**src/rtl/seq_burst_arbiter_pkg.sv**
```systemverilog
// seq_burst_arbiter_pkg
//   Shared definitions for the sequenced burst arbiter:
//     - FSM state encoding (IDLE / GRANT / STREAM)
//     - pattern table depth, index and length widths
//     - reset contents of the pattern table
//     - helper that maps a raw burst length to its effective beat count
package seq_burst_arbiter_pkg;

  localparam int DEPTH   = 8;
  localparam int IDX_W   = 3;
  localparam int LEN_W   = 4;
  localparam int NUM_REQ = 2;

  typedef enum logic [1:0] {
    ST_IDLE   = 2'd0,
    ST_GRANT  = 2'd1,
    ST_STREAM = 2'd2
  } state_e;

  localparam logic [7:0] DEFAULT_TABLE [DEPTH] = '{
    8'hAF, 8'hBC, 8'hE2, 8'h78, 8'hFF, 8'hE2, 8'h0B, 8'h8D
  };

  // A requested length of zero stands for a full sweep of the table.
  function automatic logic [LEN_W-1:0] eff_len(input logic [LEN_W-1:0] len);
    return (len == '0) ? LEN_W'(DEPTH) : len;
  endfunction

endpackage

```
**src/rtl/seq_rr_picker.sv**
```systemverilog
// seq_rr_picker
//   Combinational two-way round-robin choice.
//   Ports:
//     req          - request vector, bit n set when requester n is asking
//     rr           - requester that wins when both are asking
//     grant_valid  - at least one requester is asking
//     winner       - index of the chosen requester
module seq_rr_picker
  import seq_burst_arbiter_pkg::*;
(
  input  logic [NUM_REQ-1:0] req,
  input  logic               rr,
  output logic               grant_valid,
  output logic               winner
);

  // A lone requester always wins; a tie goes to the pointer. With no
  // request the winner output is meaningless and simply follows rr.
  always_comb begin
    grant_valid = |req;
    winner      = rr;
    case (req)
      2'b01:   winner = 1'b0;
      2'b10:   winner = 1'b1;
      2'b11:   winner = rr;
      default: winner = rr;
    endcase
  end

endmodule

```
**src/rtl/seq_burst_arbiter.sv**
```systemverilog
// seq_burst_arbiter
//   Arbitrates two burst requesters onto one valid/ready stream. Each burst
//   walks a flop-based 8-entry pattern table from a start index for a given
//   number of beats, wrapping from entry 7 back to entry 0.
//   Ports:
//     clk, reset               - clock and synchronous active-high reset
//     req_valid / req_ack      - per-requester request and one-cycle grant pulse
//     req0_start, req1_start   - burst start index per requester
//     req0_len,   req1_len     - burst length per requester (0 means 8)
//     cfg_we, cfg_addr, cfg_data - pattern table write port
//     out_valid, out_ready     - stream handshake
//     out_data, out_id, out_last - beat payload, owning requester, last beat flag
//     busy                     - high whenever the FSM is not idle
module seq_burst_arbiter #(
  parameter int DW    = 8,
  parameter int DEPTH = 8
) (
  input  logic          clk,
  input  logic          reset,
  input  logic [1:0]    req_valid,
  output logic [1:0]    req_ack,
  input  logic [2:0]    req0_start,
  input  logic [2:0]    req1_start,
  input  logic [3:0]    req0_len,
  input  logic [3:0]    req1_len,
  input  logic          cfg_we,
  input  logic [2:0]    cfg_addr,
  input  logic [DW-1:0] cfg_data,
  output logic          out_valid,
  input  logic          out_ready,
  output logic [DW-1:0] out_data,
  output logic          out_id,
  output logic          out_last,
  output logic          busy
);

  import seq_burst_arbiter_pkg::*;

  state_e            state_q, state_d;
  logic              rr_q, rr_d;
  logic              id_q, id_d;
  logic [IDX_W-1:0]  idx_q, idx_d;
  logic [LEN_W-1:0]  rem_q, rem_d;
  logic [1:0]        req_lat_q, req_lat_d;
  logic [DW-1:0]     pat_table [DEPTH];

  logic              pick_valid;
  logic              pick_winner;

  // The request vector seen in IDLE is held for the GRANT cycle, so a
  // requester that drops its valid right after being noticed still wins.
  seq_rr_picker u_picker (
    .req         (req_lat_q),
    .rr          (rr_q),
    .grant_valid (pick_valid),
    .winner      (pick_winner)
  );

  // Pattern table held in flops. Reset reloads the defaults and wins over
  // a simultaneous configuration write.
  always_ff @(posedge clk) begin
    if (reset) begin
      for (int i = 0; i < DEPTH; i++) begin
        pat_table[i] <= DW'(DEFAULT_TABLE[i]);
      end
    end else if (cfg_we) begin
      pat_table[cfg_addr] <= cfg_data;
    end
  end

  // Control state registers.
  always_ff @(posedge clk) begin
    if (reset) begin
      state_q   <= ST_IDLE;
      rr_q      <= 1'b0;
      id_q      <= 1'b0;
      idx_q     <= '0;
      rem_q     <= '0;
      req_lat_q <= '0;
    end else begin
      state_q   <= state_d;
      rr_q      <= rr_d;
      id_q      <= id_d;
      idx_q     <= idx_d;
      rem_q     <= rem_d;
      req_lat_q <= req_lat_d;
    end
  end

  // Next-state and handshake outputs. GRANT always lasts exactly one cycle,
  // which gives the minimum IDLE + GRANT gap between back-to-back bursts.
  // During STREAM the request inputs are not looked at.
  always_comb begin
    state_d   = state_q;
    rr_d      = rr_q;
    id_d      = id_q;
    idx_d     = idx_q;
    rem_d     = rem_q;
    req_lat_d = req_lat_q;
    req_ack   = 2'b00;
    out_valid = 1'b0;
    out_last  = 1'b0;

    case (state_q)
      ST_IDLE: begin
        if (|req_valid) begin
          req_lat_d = req_valid;
          state_d   = ST_GRANT;
        end
      end

      ST_GRANT: begin
        if (pick_valid) begin
          req_ack[pick_winner] = 1'b1;
          id_d    = pick_winner;
          idx_d   = pick_winner ? req1_start : req0_start;
          rem_d   = eff_len(pick_winner ? req1_len : req0_len);
          rr_d    = ~pick_winner;
          state_d = ST_STREAM;
        end else begin
          state_d = ST_IDLE;
        end
      end

      ST_STREAM: begin
        out_valid = 1'b1;
        out_last  = (rem_q == LEN_W'(1));
        if (out_ready) begin
          idx_d = idx_q + IDX_W'(1);
          rem_d = rem_q - LEN_W'(1);
          if (out_last) begin
            state_d = ST_IDLE;
          end
        end
      end

      default: begin
        state_d = ST_IDLE;
      end
    endcase
  end

  // Data is read straight from the table through the registered index, so
  // a write to the entry being presented shows up on the following cycle.
  assign out_data = pat_table[idx_q];
  assign out_id   = (state_q == ST_STREAM) & id_q;
  assign busy     = (state_q != ST_IDLE);

endmodule

```
**config.mk**
```make
export PLATFORM = sky130hd
export DESIGN_NAME = seq_burst_arbiter
export DESIGN_NICKNAME = d
export VERILOG_FILES = /design/src/rtl/seq_burst_arbiter_pkg.sv /design/src/rtl/seq_rr_picker.sv /design/src/rtl/seq_burst_arbiter.sv
export SDC_FILE = /design/constraint.sdc
export NUM_CORES = 1
export LEC_CHECK = 0
export ABC_CLOCK_PERIOD_IN_PS = 5000
export BUFFER_PORTS_ARGS = -buffer_cell sky130_fd_sc_hd__buf_2
export CELL_PAD_IN_SITES_DETAIL_PLACEMENT = 0
export CELL_PAD_IN_SITES_GLOBAL_PLACEMENT = 1
export CORE_ASPECT_RATIO = 0.6
export CORE_MARGIN = 2
export CORE_UTILIZATION = 51
export DETAILED_ROUTE_END_ITERATION = 7
export HOLD_SLACK_MARGIN = 0.06
export PLACE_DENSITY_LB_ADDON = 0.1
export SYNTH_ARGS = -nofsm -noshare
export SYNTH_HDL_FRONTEND = slang
export SYNTH_HIERARCHICAL = 1
export SYNTH_SLANG_ARGS = --single-unit
```
**constraint.sdc**
```tcl
create_clock -name clk -period 5 [get_ports clk]
set_input_delay 1 -clock clk [delete_from_list [all_inputs] [get_ports clk]]
set_output_delay 1 -clock clk [all_outputs]
set_load 0.03 [all_outputs]
```
==> results of run 1 <==
==> stage by stage <==
step	setup WS, ns	area (sq um)	hold slack [ns]	std cells
after global routing	1.32	4370	0.474	428
after CTS	1.44	4370	0.468	428
after detailed placement	1.72	4050	0.455	412
after global placement	1.65	4050	0.449	412
final	1.49	4370	0.470	428
after floorplan	2.40	3770	0.436	290
==> critical path, cell delays in order, from the launching register on <==
cell and delay, ns:
dfxtp_1 1.08, mux4_2 0.61, mux2_2 0.29, buf_2 0.18
==> cells by family after synthesis <==
kind of cell | synth area share [%]
AO/OA/AOI/OAI | 3.38
XOR/XNOR | 0.232
AND/OR/NAND/NOR | 18.7
adder cells (fa/ha/maj) | 1.66
multiplexers | 13.9
buffers and inverters | 2.59
flip-flops | 59.5
==> layout make-up <==
type                            instances  area [sq um]  area share, %
Timing Repair Buffer                   45           228           5.21
Inverter                                9          33.8          0.773
Tap cell                               91           114           2.61
Clock inverter                          7          95.1           2.18
Sequential cell                        80          2240           51.3
Multi-Input combinational cell        187          1430           32.8
Clock buffer                            9           225           5.15
==> flip-flops by register name, indices dropped and copies added (netlist names), named ones only <==
register	flops
req_lat_q	2
rr_q	1
state_q	2
idx_q	3
rem_q	4
id_q	1
pat_table	64
==> worst paths after layout <==
kind	from	to	slack [ns]	depth (start not counted)
max	flop	out_data[5]	1.49	3
max reg2reg	req_lat_q[0]	rem_q[3]	2.94	7
min	req_lat_q[0]	req_lat_q[0]	0.47	2
min reg2reg	req_lat_q[0]	req_lat_q[0]	0.47	2
==> power breakdown <==
part | internal (uW) | switching (uW) | total, uW | leakage [uW]
clock network | 438 | 258 | 696 | 0.000157
registers | 762 | 29.9 | 792 | 0.000760
logic | 82.4 | 110 | 192 | 0.000652
==> cell usage in the layout (no fill, tap or decap), types with 5 or more instances in the layout <==
master     synthesis  layout
and2_1            20      20
or2_2              5       5
mux2i_1            6       6
inv_1              8       8
nor3_1             6       6
ha_1               5       5
o21ai_0            6       6
nand2b_1          16      16
or2_1             12      12
dfxtp_1           16      16
clkbuf_16          0       9
mux2_2             8       8
nand2_1           18      18
buf_2              3      44
a21oi_1           12      12
mux4_2            16      16
nor2_1            20      20
or3_1             15      15
edfxtp_1          64      64
==> routing by layer <==
layer	vias to the layer above	track usage (%)	routed length (microns)
met4	0	4.42	59
met2	81	29.9	3380
met1	1146	36.9	4180
met3	6	8.91	696
li1	1143	-	-
met5	-	0	0
==> impl_metrics.tcl, run 1 <==
set metrics [dict create \
    synth.ff_latch_count 80 \
    nNetsFinal 368 \
    rows 24 \
    antennaDiodeCount 0 \
    cts.path.max_buffers 2 \
    endpoint_kind "output port" \
    first_pass_iters 4 \
    synth_edf_count 64 \
    outcome "completed" \
    worst_pin_slew_ns 1.22 \
    floorplan.initialDensity_pct 52.3 \
    vias 2376 \
    min_period_ns 3.51 \
    cts_resized 0 \
    grt_pass1_wl_microns 13200 \
    ios 45 \
    p_per_area_nw_per_um2 385 \
    fillerInstances 584 \
    grt-ovfl-total 0 \
    grt_antenna_before_repair 0 \
    cts_tree "yes" \
    grt_max_degree 24 \
    ys_async_sr_fraction_pct 0 \
    area_growth_pct 15.9 \
    io_buffers 44 \
    fmax_ghz 0.285 \
    clkSlewWorstSetupHoldPaths_ns 0.06 \
    synth_top_area_share_pct 51.0 \
    die_w_microns 115 \
    hpwl_microns 5690 \
    total_power_uw 1680 \
    drt_iter0_markers 224 \
    die-area_sq_um 8120 \
    root_buffer "clkbuf_16" \
    critPathArrivalTime_ns 2.51 \
    synthCells 290 \
    hold_viol 0 \
    finalSetupTns_ns 0 \
    drv_cap 0 \
    vias_per_cell 5.55 \
    syn_avg_cell_area_sq_um 13.0 \
    insertion_delay_ns 0.33 \
    synth_most_common_cell "edfxtp_1" \
    ant_nets 0 \
    drive_gt1_share_pct 27.3 \
    drc 0 \
    critPathKind "reg -> out" \
    p_leak_uw 0.00157 \
    synth_top_area_cell "edfxtp_1" \
    ir_worst_vdd_mv 0.241 \
    setup_viol 0 \
    cp_max_fo 16 \
    synth_common_cells "64 x edfxtp_1, 20 x and2_1, 20 x nor2_1" \
    hold_path.class "reg -> reg" \
    coreArea_sq_um 7210 \
    grtUsageTotal_pct 23.0 \
    clock_sinks 80 \
    maxSlewViolCount 0 \
    grt_pass1_vias 2328 \
    syn-num-nets 326 \
    finClkSkew_ns 0.00399 \
    rsz0062_at_grt "no" \
    htree_levels 3 \
    fin_crit_sh_pct 70.3 \
    critPathLaunchType "flop" \
    ys_types 37 \
    ys.flop_type "edfxtp_1" \
    synth_area_leaders "edfxtp_1 51%, mux4_2 9.6%, dfxtp_1 8.5%" \
    relSlewSlack_pct 18.1 \
    drt-total-wl_microns 8310 \
    routedWlPerCell_microns 19.4 \
    chipHeight_microns 70.6 \
    gp_congestion 0.797 \
    synth_area_sq_um 3770 \
    post_cts_buffers 0 \
    yosysSeqAreaShare_pct 59.5 \
    fin_util_pct 60.6 \
    yosysWarnings 6 \
    numCtsBuffers 9 \
    holdBufCountCts 0 \
    worstPathRequired_ns 4.00 \
]
Power figures use the tool's default switching activity.
==> inputs of run 2 (changes only) <==
- ABC_CLOCK_PERIOD_IN_PS: 5000 -> 3600
- CORE_UTILIZATION: 51 -> 47
- clock period: 5 -> 3.6 ns (I/O delays scaled with it)
==> impl_metrics.tcl, run 2 (synthesized netlist as in run 1, its figures left out) <==
set metrics [dict create \
    p_per_area_nw_per_um2 506 \
    drc 0 \
    rows 25 \
    holdBufCountCts 0 \
    ir_worst_vdd_mv 0.326 \
    die_w_microns 120 \
    worst_pin_slew_ns 0.807 \
    relSlewSlack_pct 46.1 \
    cts_resized 0 \
    clkSlewWorstSetupHoldPaths_ns 0.06 \
    multi_input_area_sq_um 1430 \
    gp_congestion 0.811 \
    fmax_ghz 0.357 \
    drt_iter0_markers 195 \
    ios 45 \
    regToRegSetupSlack_ns 1.56 \
    worstPathRequired_ns 2.88 \
    post_cts_buffers 0 \
    hold_viol 0 \
    p_leak_uw 0.00158 \
    final_common_cell "edfxtp_1" \
    cts.path.max_buffers 2 \
    insertion_delay_ns 0.33 \
    outcome "completed" \
    io_buffers 44 \
    maxSlewViolCount 0 \
    ant_nets 0 \
    cts_tree "yes" \
    pre_cts_slack_ns 0.918 \
    numCtsBuffers 9 \
    hpwl_microns 6010 \
    finalSetupTns_ns 0 \
    antennaDiodeCount 0 \
    ff_latch_area_sq_um 2240 \
    grt_pass1_vias 2167 \
    min_period_ns 2.80 \
    chipHeight_microns 73.4 \
    critPathKind "reg -> out" \
    reg.largest.list "pat_table: 64 flops, rem_q: 4 flops, idx_q: 3 flops" \
    htree_levels 3 \
    root_buffer "clkbuf_16" \
    grt_pass1_wl_microns 13000 \
    drive_gt1_share_pct 28.4 \
    rsz0062_at_grt "no" \
    layout_common_cells "64 x edfxtp_1, 44 x buf_2, 20 x nor2_1, 20 x and2_1, 18 x nand2_1" \
    critPathArrivalTime_ns 2.08 \
    coreArea_sq_um 7820 \
    fillerInstances 676 \
    setup_viol 0 \
    drv_cap 0 \
    fin_crit_sh_pct 77.7 \
    nNetsFinal 372 \
    area_growth_pct 16.1 \
    hold_path.class "reg -> reg" \
    top_register "pat_table" \
    endpoint_kind "output port" \
    grt-ovfl-total 0 \
    routedWlPerCell_microns 18.4 \
    vias_per_cell 5.32 \
    first_pass_iters 5 \
    grtUsageTotal_pct 20.8 \
    cp_max_fo 16 \
    largest_reg_flops 64 \
    vias 2390 \
    clock_sinks 80 \
    fin_ws_ns 0.801 \
    die-area_sq_um 8780 \
    floorplan.initialDensity_pct 48.2 \
    grt_max_degree 17 \
    drt-total-wl_microns 8250 \
    critPathLaunchType "flop" \
    grt_antenna_before_repair 0 \
    finClkSkew_ns 0.00255 \
]
-- run 2: cell type report --
cell class | instances | area share [%]
timing repair buffer | 49 | 5.89
sequential | 80 | 51.2
inverter | 9 | 0.772
multi-input combinational | 187 | 32.7
clock inverter | 7 | 1.17
tap | 108 | 3.09
clock buffer | 9 | 5.15
-- run 2: path summary, 6_finish.rpt --
path | startpoint | to | cells after the start
min | req_lat_q[0] | req_lat_q[0] | 2
max | flop | out_data[6] | 3
min reg2reg | req_lat_q[0] | req_lat_q[0] | 2
max reg2reg | state_q[0] | idx_q[2] | 5
-- run 2: stage by stage --
stage               cell area [sq um]  hold slack [ns]  std cells  total power (uW)  utilization, %
finish                           4380            0.467        449              2210            56.0
CTS                              4380            0.462        449              2230            56.0
global route                     4380            0.471        449              2300            56.0
detailed placement               4100            0.453        433              1390            52.4
floorplan                        3770            0.436        290              1300               -
global placement                 4100            0.446        433              1390            52.4
-- run 2: layer usage --
layer	global-route usage [%]	routed length (microns)
met3	5.75	508
met2	25.1	3130
met4	4.71	54
met5	0	0
met1	35.5	4560
-- run 2: critical path: stages, from the launching register on --
cell,delay (ns)
dfxtp_1,0.84
mux4_2,0.44
mux2_2,0.28
buf_2,0.17
-- run 2: where the power goes --
part           total [uW]  internal (uW)  leakage [uW]  switching (uW)
registers            1090           1060      0.000760            31.6
logic                 280            117      0.000673             163
clock network         844            474      0.000143             369
total                2210           1650       0.00158             564
